**src/rtl/pmod_input_conditioner.sv**
```systemverilog
// Front end for active-low Pmod pins: 2-flop sync, polarity fix, per-channel
// debounce, registered rise/fall pulses and a shared rising-edge event counter.
module pmod_input_conditioner #(
    parameter int                  CHANNELS        = 4,
    parameter int                  DEBOUNCE_CYCLES = 1000000,
    parameter logic [CHANNELS-1:0] INVERT_MASK     = {CHANNELS{1'b1}},
    parameter int                  COUNT_W         = 8
) (
    input  logic                clk,
    input  logic                rst,
    input  logic [CHANNELS-1:0] ja_in,
    input  logic                clr_count,
    output logic [CHANNELS-1:0] led,
    output logic [CHANNELS-1:0] rise,
    output logic [CHANNELS-1:0] fall,
    output logic                any_active,
    output logic [COUNT_W-1:0]  event_count
);

    localparam int               CNT_W   = (DEBOUNCE_CYCLES > 1) ? $clog2(DEBOUNCE_CYCLES) : 1;
    localparam logic [CNT_W-1:0] CNT_MAX = CNT_W'(DEBOUNCE_CYCLES - 1);

    function automatic logic [COUNT_W-1:0] popcount(input logic [CHANNELS-1:0] v);
        logic [COUNT_W-1:0] sum;
        sum = '0;
        for (int k = 0; k < CHANNELS; k++) begin
            sum = sum + COUNT_W'(v[k]);
        end
        return sum;
    endfunction

    logic [CHANNELS-1:0] sync1_q, sync2_q;
    logic [CHANNELS-1:0] norm;
    logic [CHANNELS-1:0] led_q, led_d;
    logic [CHANNELS-1:0] rise_q, rise_d;
    logic [CHANNELS-1:0] fall_q, fall_d;
    logic [CNT_W-1:0]    cnt_q [CHANNELS];
    logic [CNT_W-1:0]    cnt_d [CHANNELS];
    logic [COUNT_W-1:0]  count_q, count_d;

    // Sync flops reset to the idle raw level so no spurious edge follows reset.
    always_ff @(posedge clk) begin
        if (rst) begin
            sync1_q <= INVERT_MASK;
            sync2_q <= INVERT_MASK;
        end else begin
            sync1_q <= ja_in;
            sync2_q <= sync1_q;
        end
    end

    assign norm = sync2_q ^ INVERT_MASK;

    // A level change is accepted only after DEBOUNCE_CYCLES consecutive
    // disagreeing samples; any agreeing sample restarts the window.
    always_comb begin
        led_d  = led_q;
        rise_d = '0;
        fall_d = '0;
        for (int i = 0; i < CHANNELS; i++) begin
            cnt_d[i] = '0;
            if (norm[i] != led_q[i]) begin
                if (cnt_q[i] == CNT_MAX) begin
                    led_d[i]  = norm[i];
                    rise_d[i] = norm[i];
                    fall_d[i] = ~norm[i];
                end else begin
                    cnt_d[i] = cnt_q[i] + CNT_W'(1);
                end
            end
        end
    end

    always_ff @(posedge clk) begin
        if (rst) begin
            led_q  <= '0;
            rise_q <= '0;
            fall_q <= '0;
            for (int i = 0; i < CHANNELS; i++) begin
                cnt_q[i] <= '0;
            end
        end else begin
            led_q  <= led_d;
            rise_q <= rise_d;
            fall_q <= fall_d;
            for (int i = 0; i < CHANNELS; i++) begin
                cnt_q[i] <= cnt_d[i];
            end
        end
    end

    // Clear drops the old total but still adds the pulses visible this cycle.
    assign count_d = (clr_count ? '0 : count_q) + popcount(rise_q);

    always_ff @(posedge clk) begin
        if (rst) begin
            count_q <= '0;
        end else begin
            count_q <= count_d;
        end
    end

    assign led         = led_q;
    assign rise        = rise_q;
    assign fall        = fall_q;
    assign any_active  = |led_q;
    assign event_count = count_q;

endmodule
```
**config.mk**
```make
export PLATFORM = sky130hd
export DESIGN_NAME = pmod_input_conditioner
export DESIGN_NICKNAME = d
export VERILOG_FILES = /design/src/rtl/pmod_input_conditioner.sv
export SDC_FILE = /design/constraint.sdc
export NUM_CORES = 1
export LEC_CHECK = 0
export ABC_AREA = 1
export CAP_MARGIN = 20
export CORE_ASPECT_RATIO = 0.6
export CORE_MARGIN = 2
export CORE_UTILIZATION = 29
export DETAILED_ROUTE_END_ITERATION = 10
export PLACE_DENSITY = 0.49
export SYNTH_ARGS = -nofsm -noshare
export SYNTH_HDL_FRONTEND = slang
export SYNTH_SLANG_ARGS = --single-unit
```
**constraint.sdc**
```tcl
create_clock -name clk -period 4.3 [get_ports clk]
set_input_delay 0.645 -clock clk [delete_from_list [all_inputs] [get_ports clk]]
set_output_delay 0.645 -clock clk [all_outputs]
set_load 0.01 [all_outputs]
```
# After elaboration in Yosys (flattened, before gate mapping)
# Memories as Yosys holds them, arrays and structs flattened.
# Cells that the tools add are included.
[word_totals]
word_cells = 74
ff_bits = 28
out_inout_bits = 21
mem_bits_rw = 80
n_memories = 1
input_bits = 7
[mem_list]
columns = ["memory", "words", "word_bits", "read_ports", "rd_clocked_by_memory_dff", "write_ports", "line", "source"]
rows = [
  ["cnt_q", 4, 20, 4, 0, 4, "37", "logic [CNT_W-1:0] cnt_q [CHANNELS];"],
]
[classes]
add_sub_neg = 8
eq_ne = 8
bitwise_logic = 17
reduce_logical = 9
mux = 16
[op_table]
columns = ["cell", "count"]
rows = [
  ["2-to-1 mux 20 bit", 12],
  ["adder 20 x 1 -> 20 bit, second input constant", 4],
  ["== test 20 bit, second input constant", 4],
  ["inverter 1 bit", 12],
  ["OR reduction 3 bit", 4],
  ["adder 8 x 4 -> 8 bit", 1],
  ["2-to-1 mux 8 bit", 1],
  ["AND reduction 2 bit", 4],
  ["adder 3 x 1 -> 4 bit", 1],
  ["inequality test 1 bit", 4],
  ["inverter 4 bit", 1],
  ["bitwise OR 1 bit", 4],
  ["OR reduction 4 bit", 1],
  ["adder 2 x 1 -> 3 bit", 1],
  ["2-to-1 mux 1 bit", 3],
  ["adder 1 x 1 -> 2 bit", 1],
]

# Longest topological paths before layout
[depth]
word_depth = 4
mapped_depth = 11

# Least setup slack after synthesis
# OpenSTA, ideal clock, no wires.
[synth_path]
kind = "reg-to-reg"
start = "reg rise_q[0], in the netlist rise[0]"
end = "reg count_q[6], in the netlist event_count[6]"
synth_period_minus_slack_ps = 2277
path_slack_ps = 2023
arrival_ps = 2161
path_stages_with_launch = 11
required_ps = 4184
path_cell_list = "dfxtp_1 > fa_1 > inv_1 > fa_1 > fa_1 > inv_1 > nand3_1 > nor2_1 > nand3_1 > nand2_1 > a21oi_1"
[synth_via]
elab_chain_cells = 4
[synth_rtl]
columns = ["element", "line", "source"]
rows = [
  ["start: declaration", "35", "logic [CHANNELS-1:0] rise_q, rise_d;"],
  ["start signal: assignment", "84", "rise_q <= rise_d;"],
  ["adder 1 x 1 -> 2 bit", "27", "sum = sum + COUNT_W'(v[k]);"],
  ["adder 2 x 1 -> 3 bit", "27", ""],
  ["adder 3 x 1 -> 4 bit", "27", ""],
  ["adder 8 x 4 -> 8 bit", "93", "assign count_d = (clr_count ? '0 : count_q) + popcount(rise_q);"],
  ["end signal: assignment", "99", "count_q <= count_d;"],
  ["end: declaration", "39", "logic [COUNT_W-1:0] count_q, count_d;"],
]
# Every way passes these cells.
# A chain may end at the register's enable or synchronous reset.

# Worst setup path after layout
[layout_path]
start = "in clr_count"
end = "reg count_q[6], in the netlist event_count[6]"
[layout_via]
elab_chain_cells = 2
[layout_rtl]
columns = ["element", "line", "source"]
rows = [
  ["start: declaration", "12", "input logic clr_count,"],
  ["2-to-1 mux 8 bit", "93", ""],
  ["adder 8 x 4 -> 8 bit", "93", ""],
]
# Every way passes these cells.

==> results.cfg <==
[yosys]
synthSimpleGateAreaFrac = 0.3708
ys_top_cells_by_area = dfxtp_1 (41%), nand2_1 (13%), nor2_1 (12%)
synth_area_per_cell_um2 = 6.968
synthesis.area_um2 = 5254
ys_seq_area_frac = 0.4115
yosysWarningCount = 0
synth_mux_area_frac = 0
synthArstFlopShare = 0
synthAdderAreaFrac = 0.02334
ys_seq_elements = 108
synth_ff_type = dfxtp_1
synth-xor-area-share = 0.06502
syn_inst = 754
synth_common_cells = nand2_1 (183), nor2_1 (165), dfxtp_1 (108), inv_1 (87), nand3_1 (40)
ys_types = 32
synth.most_common_cell = nand2_1
synth_edf_count = 0
synth_top_family_by_area = simple AND/OR/NAND/NOR gates
netlist.area_leader.share = 0.4115
synth_area_leader_cell = dfxtp_1
syn_nets = 769
synth_compound_area_frac = 0.05216

[cts]
cts_resized = 0
cts.htree.levels = 3
post_cts_buffers = 0
cts_buffers = 9
clkSlewWorstSetupHoldPaths_ns = 0.08
worstSkewPairLatency_ns = 0.35
clock-root-buffer = clkbuf_16
cts_hold_buf = 0
clkSinkCount = 108
cts_buffer_depth = 2
cts_tree = done

[sta]
layout_setup_ws_ns = 1.809
setup_tns_ns = 0
hold_slack_ns = 0.4082
setup_violations = 0
period_share = 0.5793
finalMaxSlewViolations = 0
timing.slew.headroom = 0.3996
grt_setup_unrepaired = no
fmax_ghz = 0.4015
hold_viol_final = 0
fin_skew_ns = 0.01154
period_minus_slack_ns = 2.491
worst_pin_slew_ns = 0.9005

[placement]
gp_congestion = 0.8079
place_ws_ns = 1.439
place.port_buffers = 27
dp_hpwl_mm = 8.644
dpl.cell_count = 1012
dpl_cell_area_um2 = 5761

[floorplan]
initial_core_util = 0.2931
die_h_um = 108.3
die_w_um = 177.8
boundaryPins = 28
core_area_um2 = 17920
die-area_um2 = 19240
core.rowCount = 38

[hold_path]
hp-class = flip-flop to flip-flop
min-delay-start = sync1_q[3]$_SDFF_PP1_

[setup_path]
r2r-start = rise[0]$_SDFF_PP0_
worstPathArrival_ns = 2.74
crit_start = clr_count
cp.required_ns = 4.55
crit_type = input pin to flip-flop
startpoint_type = input pin
crit_path_end_kind = flip-flop
path_max_fanout = 6

[outcome]
status = finished clean

[global_routing]
globalRouteTotalUtil = 0.1296
grt_pass1_wl_mm = 19.70
antenna_found_initial = 1
grt_max_degree = 21
grt.overflow.total = 0
grt_pass1_vias = 3876

[drt]
first_pass_iters = 5
drc = 0
post_drt_wl_per_cell_um = 11.22
drt_iter0_drc = 319
routed_via_density = 4.219
routed_wl_mm = 11.54
vias = 4341
drtAntennaViolNets = 0

[finish]
layoutNonFillerInstCount = 1029
final_nets = 798
fillers = 1923
area_growth_pct = 15.12
layout-drive-gt1-share = 0.06472
stdcell_area_um2 = 6048

[flow_run]
max_cap_violations = 0

[power_and_ir_drop]
p_per_area_nw_per_um2 = 302.6
p_leak_nw = 1.961
peakVddDrop_uv = 175.3
[cells in the final DEF, fill, tap and decap left out, types with 6 or more instances in the layout]
master,instances
a21oi_1,36
clkbuf_16,9
clkdlybuf4s50_1,27
dfxtp_1,108
inv_1,87
nand2_1,183
nand3_1,40
nand3b_1,6
nand4_1,9
nor2_1,165
nor2_2,8
nor3_1,6
o21ai_0,8
or2_2,9
xnor2_1,10
xor2_1,29
[layout make-up]
type | count | area, µm² | area share
clock buffer | 9 | 225.2 | 0.03724
timing repair buffer | 27 | 270.3 | 0.04468
sequential | 108 | 2162 | 0.3575
tap | 240 | 300.3 | 0.04965
clock inverter | 7 | 60.06 | 0.009930
inverter | 89 | 334.1 | 0.05523
antenna | 1 | 2.502 | 0.0004137
multi-input combinational | 548 | 2694 | 0.4454
[layer usage]
layer	share of wire	vias up	global-route usage
li1	-	2386	-
met1	0.60	1870	0.2080
met2	0.34	78	0.1614
met3	0.052	7	0.03446
met4	0.0084	0	0.03571
met5	0	-	0
[cells by family (layout without fill, tap and decap cells)]
family	after synthesis	count (layout)
adders and majority gates	8	8
and+or+nand+nor	449	449
AOI/OAI and AO/OA	52	52
buffers and inverters	98	132
xor gates and xnor gates	39	39
other	0	1
DFF	108	108
[power breakdown]
group	switching, W	leakage, nW	internal [W]	total (W)
sequential	0.00000267	0.872	0.00100	0.00101
combinational	0.0000153	0.953	0.00000992	0.0000252
clock	0.000396	0.137	0.000403	0.000799
total	0.000414	1.96	0.00142	0.00183
[critical path: stages]
cell and delay (ns):
clkdlybuf4s50_1 0.50, inv_1 0.17, nand2_1 0.09, fa_1 0.40, fa_1 0.40, inv_1 0.08
nand3_1 0.11, nor2_1 0.14, nand3_1 0.08, nand2_1 0.06, a21oi_1 0.05
[through the flow]
step	util	power, W
6_report	0.3374	0.001830
5_1_grt	0.3373	0.001913
4_1_cts	0.3373	0.001866
3_5_place_dp	0.3214	0.001056
3_3_place_gp	0.3214	0.001056
2_1_floorplan	-	0.001046
[flip-flops by register name, summed over array words and instances, names as in the netlist]
| signal | cells |
|---|---|
| event_count | 8 |
| cnt_q | 80 |
| led | 4 |
| rise | 4 |
| sync2_q | 4 |
| sync1_q | 4 |
| fall | 4 |
[worst paths after layout]
check | endpoint | slack [ns] | cells after the start
hold reg to reg | sync2_q[3]$_SDFF_PP1_ | 0.41 | 1
setup reg to reg | event_count[6]$_SDFF_PP0_ | 1.92 | 10
hold / removal | sync2_q[3]$_SDFF_PP1_ | 0.41 | 1
setup / recovery | event_count[6]$_SDFF_PP0_ | 1.81 | 11
Note: power is estimated with default switching activity, not from simulation.
